**src/rtl/tour_cmd_seq.sv**
```systemverilog
// tour_cmd_seq: sequences a solved knight's tour into Y/X motion commands with a valid/ready handshake.
// Define TOUR_FANFARE_EN to issue the X leg of every move with the fanfare opcode (4'h3).
module tour_cmd_seq (
    input  logic        clk,
    input  logic        rst_n,
    input  logic        start_tour,
    input  logic [2:0]  x_start,
    input  logic [2:0]  y_start,
    input  logic        abort,
    output logic [2:0]  tour_x,
    output logic [2:0]  tour_y,
    output logic        tour_go,
    input  logic        tour_done,
    output logic [4:0]  indx,
    input  logic [7:0]  move,
    output logic [15:0] cmd,
    output logic        cmd_vld,
    input  logic        cmd_rdy,
    output logic        busy,
    output logic        tour_cmplt,
    output logic        err
);
    typedef enum logic [2:0] {IDLE, CALC, LOAD, SEND_Y, SEND_X, NEXT, ERR} state_t;
`ifdef TOUR_FANFARE_EN
    localparam logic [3:0] X_OP = 4'h3;
`else
    localparam logic [3:0] X_OP = 4'h2;
`endif
    state_t      state_q, state_d;
    logic [2:0]  tour_x_q, tour_x_d, tour_y_q, tour_y_d;
    logic [4:0]  indx_q, indx_d;
    logic [7:0]  move_q, move_d;
    logic [15:0] cmd_q, cmd_d;
    logic        tour_go_q, tour_go_d, cmd_vld_q, cmd_vld_d, busy_q, busy_d;
    logic        tour_cmplt_q, tour_cmplt_d, err_q, err_d;

    // Positive-y moves are bits 0,1,2,7; two-square y moves are bits 0,1,4,5.
    function automatic logic [15:0] cmd_y(input logic [7:0] m);
        return {4'h2, (m[0] | m[1] | m[2] | m[7]) ? 8'h00 : 8'h7F,
                (m[0] | m[1] | m[4] | m[5]) ? 4'd2 : 4'd1};
    endfunction

    function automatic logic [15:0] cmd_x(input logic [7:0] m);
        return {X_OP, (m[1] | m[5] | m[6] | m[7]) ? 8'hBF : 8'h3F,
                (m[2] | m[3] | m[6] | m[7]) ? 4'd2 : 4'd1};
    endfunction

    always_comb begin
        state_d      = state_q;
        tour_x_d     = tour_x_q;
        tour_y_d     = tour_y_q;
        indx_d       = indx_q;
        move_d       = move_q;
        cmd_d        = cmd_q;
        cmd_vld_d    = cmd_vld_q;
        err_d        = err_q;
        tour_go_d    = 1'b0;
        tour_cmplt_d = 1'b0;
        case (state_q)
            IDLE: if (start_tour) begin
                tour_x_d  = x_start;
                tour_y_d  = y_start;
                indx_d    = 5'd0;
                err_d     = 1'b0;
                tour_go_d = 1'b1;
                state_d   = CALC;
            end
            CALC: if (tour_done) state_d = LOAD;
            LOAD: begin
                move_d = move;
                if ($onehot(move)) begin
                    cmd_d     = cmd_y(move);
                    cmd_vld_d = 1'b1;
                    state_d   = SEND_Y;
                end else begin
                    err_d   = 1'b1;
                    state_d = ERR;
                end
            end
            SEND_Y: if (cmd_rdy) begin
                cmd_d   = cmd_x(move_q);
                state_d = SEND_X;
            end
            SEND_X: if (cmd_rdy) begin
                cmd_vld_d = 1'b0;
                state_d   = NEXT;
            end
            NEXT: if (indx_q != 5'd23) begin
                indx_d  = indx_q + 5'd1;
                state_d = LOAD;
            end else begin
                tour_cmplt_d = 1'b1;
                state_d      = IDLE;
            end
            default: ;
        endcase
        // Abort outranks every other transition, including a pending error or completion.
        if (abort && state_q != IDLE) begin
            state_d      = IDLE;
            cmd_vld_d    = 1'b0;
            tour_cmplt_d = 1'b0;
            err_d        = err_q;
            indx_d       = indx_q;
        end
        busy_d = state_d != IDLE;
    end

    always_ff @(posedge clk or negedge rst_n) begin
        if (!rst_n) begin
            state_q      <= IDLE;
            tour_x_q     <= '0;
            tour_y_q     <= '0;
            indx_q       <= '0;
            move_q       <= '0;
            cmd_q        <= '0;
            cmd_vld_q    <= 1'b0;
            err_q        <= 1'b0;
            tour_go_q    <= 1'b0;
            tour_cmplt_q <= 1'b0;
            busy_q       <= 1'b0;
        end else begin
            state_q      <= state_d;
            tour_x_q     <= tour_x_d;
            tour_y_q     <= tour_y_d;
            indx_q       <= indx_d;
            move_q       <= move_d;
            cmd_q        <= cmd_d;
            cmd_vld_q    <= cmd_vld_d;
            err_q        <= err_d;
            tour_go_q    <= tour_go_d;
            tour_cmplt_q <= tour_cmplt_d;
            busy_q       <= busy_d;
        end
    end

    assign tour_x     = tour_x_q;
    assign tour_y     = tour_y_q;
    assign indx       = indx_q;
    assign cmd        = cmd_q;
    assign cmd_vld    = cmd_vld_q;
    assign err        = err_q;
    assign tour_go    = tour_go_q;
    assign tour_cmplt = tour_cmplt_q;
    assign busy       = busy_q;
endmodule

```
**config.mk**
```make
export PLATFORM = sky130hd
export DESIGN_NAME = tour_cmd_seq
export DESIGN_NICKNAME = d
export VERILOG_FILES = /design/src/rtl/tour_cmd_seq.sv
export SDC_FILE = /design/constraint.sdc
export NUM_CORES = 1
export LEC_CHECK = 0
export CORE_MARGIN = 2
export CORE_UTILIZATION = 62
export DETAILED_ROUTE_END_ITERATION = 10
export DONT_BUFFER_PORTS = 1
export HOLD_SLACK_MARGIN = 0.03
export PLACE_DENSITY = 0.81
export SKIP_LAST_GASP = 1
export SLEW_MARGIN = 20
export SYNTH_ARGS = -nofsm -noshare
export SYNTH_HDL_FRONTEND = slang
export SYNTH_SLANG_ARGS = --single-unit
```
**constraint.sdc**
```tcl
create_clock -name clk -period 2.1 [get_ports clk]
set_input_delay 0.105 -clock clk [delete_from_list [all_inputs] [get_ports clk]]
set_output_delay 0.105 -clock clk [all_outputs]
set_load 0.02 [all_outputs]
```
# Word-level counts from Yosys, hierarchy flattened
# Cells that the tools add are included.
# word_totals
ff_bits	43
input_bits	20
output_inout_bits	32
wordCells	88
# classes
addsub	8
n_eq_ne	14
muxes	30
n_bitwise	12
reduce_logical	13
# op_table
operator	count
$mux 16	2
$pmux 16 s2	1
$mux 3	6
$pmux 3 s6	1
$or 1x1->1	11
$mux 1	10
$mux 5	2
$ne 2x2->1 const B	5
$pmux 5 s2	1
$reduce_bool 3->1	3
$add 1x1->2	4
$mux 8	1
$reduce_and 4->1	2
$mux 7	1
$add 2x2->3	2
$eq 3x2->1 const B	2
$eq 3x3->1 const B	2
$mux 2	3
$ne 3x3->1 const B	2
$reduce_and 3->1	2
$reduce_bool 2->1	3
$add 5x1->5 const B	1
$ne 5x5->1 const B	1
$add 3x3->4	1
7 further kinds	8

# Longest topological paths before layout
# depth
ltp_word	8
depth_mapped	12
depth_no_buf	12

# Least setup slack after synthesis
# No wires, ideal clock.
# synth_path
path_type	input -> register
startpoint	input move[0]
endpoint	register cmd_q[1] (netlist: cmd[1])
setup_ns	0.125
t_arrival_ns	3.186
t_required_ns	1.975
path_slack_ns	-1.211
cell_stages	12
n_path_buf	0
path_cell_list	inv_1 > fa_1 > fa_1 > fa_1 > inv_1 > ha_1 > inv_1 > fa_1 > and4b_1 > a21oi_1 > o21ai_1 > mux2_2
# synth_via
elab_chain_cells	6
word_cells_on_any_way	12
cone_classes	add/sub: 3; eq/ne: 2; mux: 3; bitwise: 3; reduce/logical: 1
# synth_rtl
item	line_no	text
from (decl)	15	input logic [7:0] move,
$add 1x1->2 (not written as such) / $or 1x1->1 (equally long branches)	71, 40	
$add 2x2->3 (not written as such) / $or 1x1->1 (equally long branches)	71, 40	
$add 3x3->4 (not written as such) / $or 1x1->1 (equally long branches)	71, 40	
$eq 4x1->1 / $mux 2 (equally long branches)	71, 40	
$ne 2x2->1 (no source line) / $mux 16 (equally long branches)	-	
$reduce_and 3->1 (no source line) / $pmux 16 s2 (equally long branches)	-	
to (signal assigned)	127	cmd_q <= cmd_d;
to (decl)	33	logic [15:0] cmd_q, cmd_d;
# Several ways; a longest one is shown, not always the timed one. The select of a mux whose other input is x is not followed.
# A chain may end at the register's enable or synchronous reset.

# Worst setup path in the final report
# Same ends and word-level chain as after synthesis.

==> metrics.md <==
| Metric | Value |
|---|---|
| Period minus WS final | `approximately 2900 ps` |
| RSZ-0062 raised after global routing | `yes` |
| Skew-Pair Late Insertion Delay | `between 300 and 400 ps` |
| Ys flop type | `dfrtp_1` |
| Die Width | `around 57 um` |
| Synthesized area | `between 1500 and 2000 um^2` |
| Hold Path End | `move_q[1]` |
| Failing checks | `negative setup slack` |
| Max cap viols | `0` |
| Drt pass-1 iters | `4` |
| Placed cell count | `218` |
| CP cell instances | `inv_12 > fa_1 > fa_1 > fa_1 > inv_1 > ha_2 > inv_2 > fa_1 > and4b_1 > a21oi_4 > o21ai_2 > mux2_2` |
| Clock slew at the register clock pins of the worst setup and hold paths | `~100 ps` |
| Row cnt | `19` |
| Worst Path Max Fanout | `5` |
| Pin count of the biggest net entering global routing | `32` |
| WP data arrival | `around 3100 ps` |
| IO Count | `52` |
| Area after DPL | `1822 um^2` |
| Internal power | `about 1400 uW` |
| Slew HR | `0.5983` |
| Sw Ratio | `0.4222` |
| Synth area leaders | `dfrtp_1 (44%), nand2_1 (6.6%), fa_1 (4.6%)` |
| Clock sinks | `31` |
| Port Buffer Count | `0` |
| CP top delay family | `adder cells` |
| Htree depth | `2` |
| Combinational share of power | `0.330` |
| CP max stage cell | `fa_1` |
| Critical Path Max Stage Delay | `~540 ps` |
| Die height | `about 57 um` |
| Synth warnings | `0` |
| Detailed-placement wirelength estimate | `about 2.6 mm` |
| Grt ovf | `0` |
| Period utilisation layout | `1.385` |
| Worst slew pin tran | `about 600 ps` |
| Final Hold Viols | `0` |
| Number of synthesized flops with an enable pin | `0` |
| First-pass GRT wire length | `between 6 and 7 mm` |
| Clock Tree Buf Depth | `2` |
| Psw | `around 1000 uW` |
| Reg2reg path depth | `5` |
| Layout Cells excl Fill | `around 240` |
| Largest area contributor in the netlist | `dfrtp_1` |
| Reg-to-reg startpoint | `indx[3]` |
| Core area | `2734 um^2` |
| Share of layout cells above drive strength 1 | `0.1905` |
| Worst EP required | `approximately 2300 ps` |
| Antenna cells | `0` |
| Routed Antenna Nets | `0` |
| Unique masters post-synth | `44` |
| Crit end category | `flop` |
| Hold Path Class | `input pin to flop` |
| Crit path kind | `input pin to flop` |
| Drt initial violations | `79` |
| Register area share after synthesis | `0.4413` |
| Hold path startpoint | `move[1]` |
| Die area | `between 3000 and 4000 um^2` |
| Layout area overhead | `17.65%` |
| Setup Skew | `roughly 3 ps` |
| Max Clk Rate | `between 300 and 400 MHz` |
| Crit path launch type | `input pin` |
| PwrDens | `between 1000 and 1500 nW/um^2` |
| Worst reg2reg endpoint | `state_q[1]` |
| Tot Pwr | `roughly 2500 uW` |
| Syn avg cell area | `9.301 um^2` |
| Setup violations, final | `11` |
| Critical path buffer and inverter count | `3` |
| Final worst-path setup slack | `-808.9 ps` |
| Vias per cell | `approximately 6` |
| Routability cong. | `0.8387` |
| Syn Inst Count | `roughly 190` |
| Cell mode on critical path | `fa_1` |
| CTS buffer count | `5` |
| Post-synth ARST share | `1.000` |
| R2r setup slk | `approximately 170 ps` |
| Fin. max-slew vios | `0` |
| Synth top area share | `0.4413` |
| Max rail drop VDD | `about 1.2 mV` |
| Clock group share of total power | `0.201` |
| Design area | `between 2000 and 2500 um^2` |
| Worst hold stages | `3` |
| Routed WL per cell | `around 16 um` |
| CTS tree | `done` |
| Nets@finish | `~240` |
| Root buf cell | `clkbuf_4` |
| Vias in the first global route | `between 1,000 and 1,500` |
| Hold WS | `a little under 30 ps` |
| DRC Markers | `0` |
| Global-route usage over all layers | `0.2648` |
| Register bit total from synthesis | `31` |
| Pre-CTS setup slack | `-1183 ps` |
| Layout fillers | `170` |
| Reg power frac | `0.468` |
| Status | `finished, violations left` |
| Leak Pwr | `0.001021 uW` |
| Most frequent cells in the layout | `nand2_1 (31), dfrtp_1 (31), buf_4 (15)` |
| Vias | `about 1,400` |
| Initial Util | `0.6430` |
| Initial antenna violation count | `0` |
| Post-Route WL | `3.904 mm` |
kinds of logic (layout without fill, tap and decap cells):
logic type / after synthesis / count (layout) / share of synthesized area
flip-flops: 31 / 31 / 0.4413
adder cells (fa/ha/maj): 9 / 9 / 0.08114
buffers and inverters: 38 / 55 / 0.1096
AND/OR/NAND/NOR: 70 / 70 / 0.2121
other: 1 / 5 / 0.002133
AO/OA/AOI/OAI: 38 / 38 / 0.1416
multiplexers: 2 / 2 / 0.01210
final cells by class:
type / instances / area (um^2) / area share
multi-input cells: 124 / 824.5 / 0.3987
flip-flops and latches: 31 / 775.7 / 0.3751
repair buffers: 29 / 262.8 / 0.1270
inverters: 18 / 80.08 / 0.03872
clock buffers: 6 / 51.30 / 0.02480
well taps: 31 / 38.79 / 0.01875
clock inverters: 2 / 35.03 / 0.01694
worst min-delay path, delay by kind of cell:
family | cells | cell delay, ps
buffers and inverters | 2 | 160
AOI/OAI and AO/OA | 1 | 70
registers in the layout, indices dropped and copies added, names as in the netlist, 3 cells and up:
signal   flops
move_q       6
state_q      3
indx         5
cmd          6
tour_y       3
tour_x       3
stage by stage:
stage,setup TNS [ps],utilization
2_1_floorplan,-9746,-
3_3_place_gp,-10980,0.6664
6_report,-7986,0.7565
5_1_grt,-9088,0.7565
4_1_cts,-7759,0.7556
3_5_place_dp,-11640,0.6664
how the worst max path moves through the flow:
stage / end / from / depth (start not counted) / slack, ps
after global routing: busy / move[0] / 13 / -900
after detailed placement: cmd[1] / move[0] / 12 / -1180
final: cmd[1] / move[0] / 12 / -810
after CTS: cmd[1] / move[0] / 12 / -810
after global placement: cmd[1] / move[0] / 12 / -1110
after floorplan: cmd[1] / move[0] / 12 / -1070
power by group through the flow:
stage / clock (uW) / sequential [uW] / combinational, uW
4_1_cts: 498 / 1160 / 803
2_1_floorplan: 0 / 1090 / 719
6_report: 497 / 1160 / 816
3_3_place_gp: 0 / 1160 / 709
5_1_grt: 523 / 1190 / 911
3_5_place_dp: 0 / 1160 / 753
synth_stat cells (2+ instances only):
cell	count
nand3b_1	2
dfrtp_1	31
clkbuf_1	4
nand3_1	3
nor4_1	3
nor2_1	8
buf_4	10
o31ai_1	3
or4_1	3
ha_1	5
inv_1	18
nand2b_1	2
and4b_1	2
or2_2	2
buf_2	4
o21ai_0	10
fa_1	4
a31oi_1	2
nand2_1	31
nor2b_1	3
nor3_1	5
a22o_1	2
o22ai_1	2
a21oi_1	10
repair_timing:
action / 4_1_cts / 5_1_grt
gates resized for setup: 0 / 2
hold buffers: 14 / 0
setup buffers: 1 / 0
pin swaps: 3 / 2
hold endpoints to repair: 47 / 0
setup endpoints to repair: 11 / 11
per-layer routing:
layer	GRT usage	up-vias	share of wire
met2	0.4335	60	0.52
li1	-	667	-
met3	0.08390	9	0.066
met5	0	-	0
met1	0.3308	687	0.40
met4	0.09967	0	0.015
Note: power is estimated with default switching activity, not from simulation.
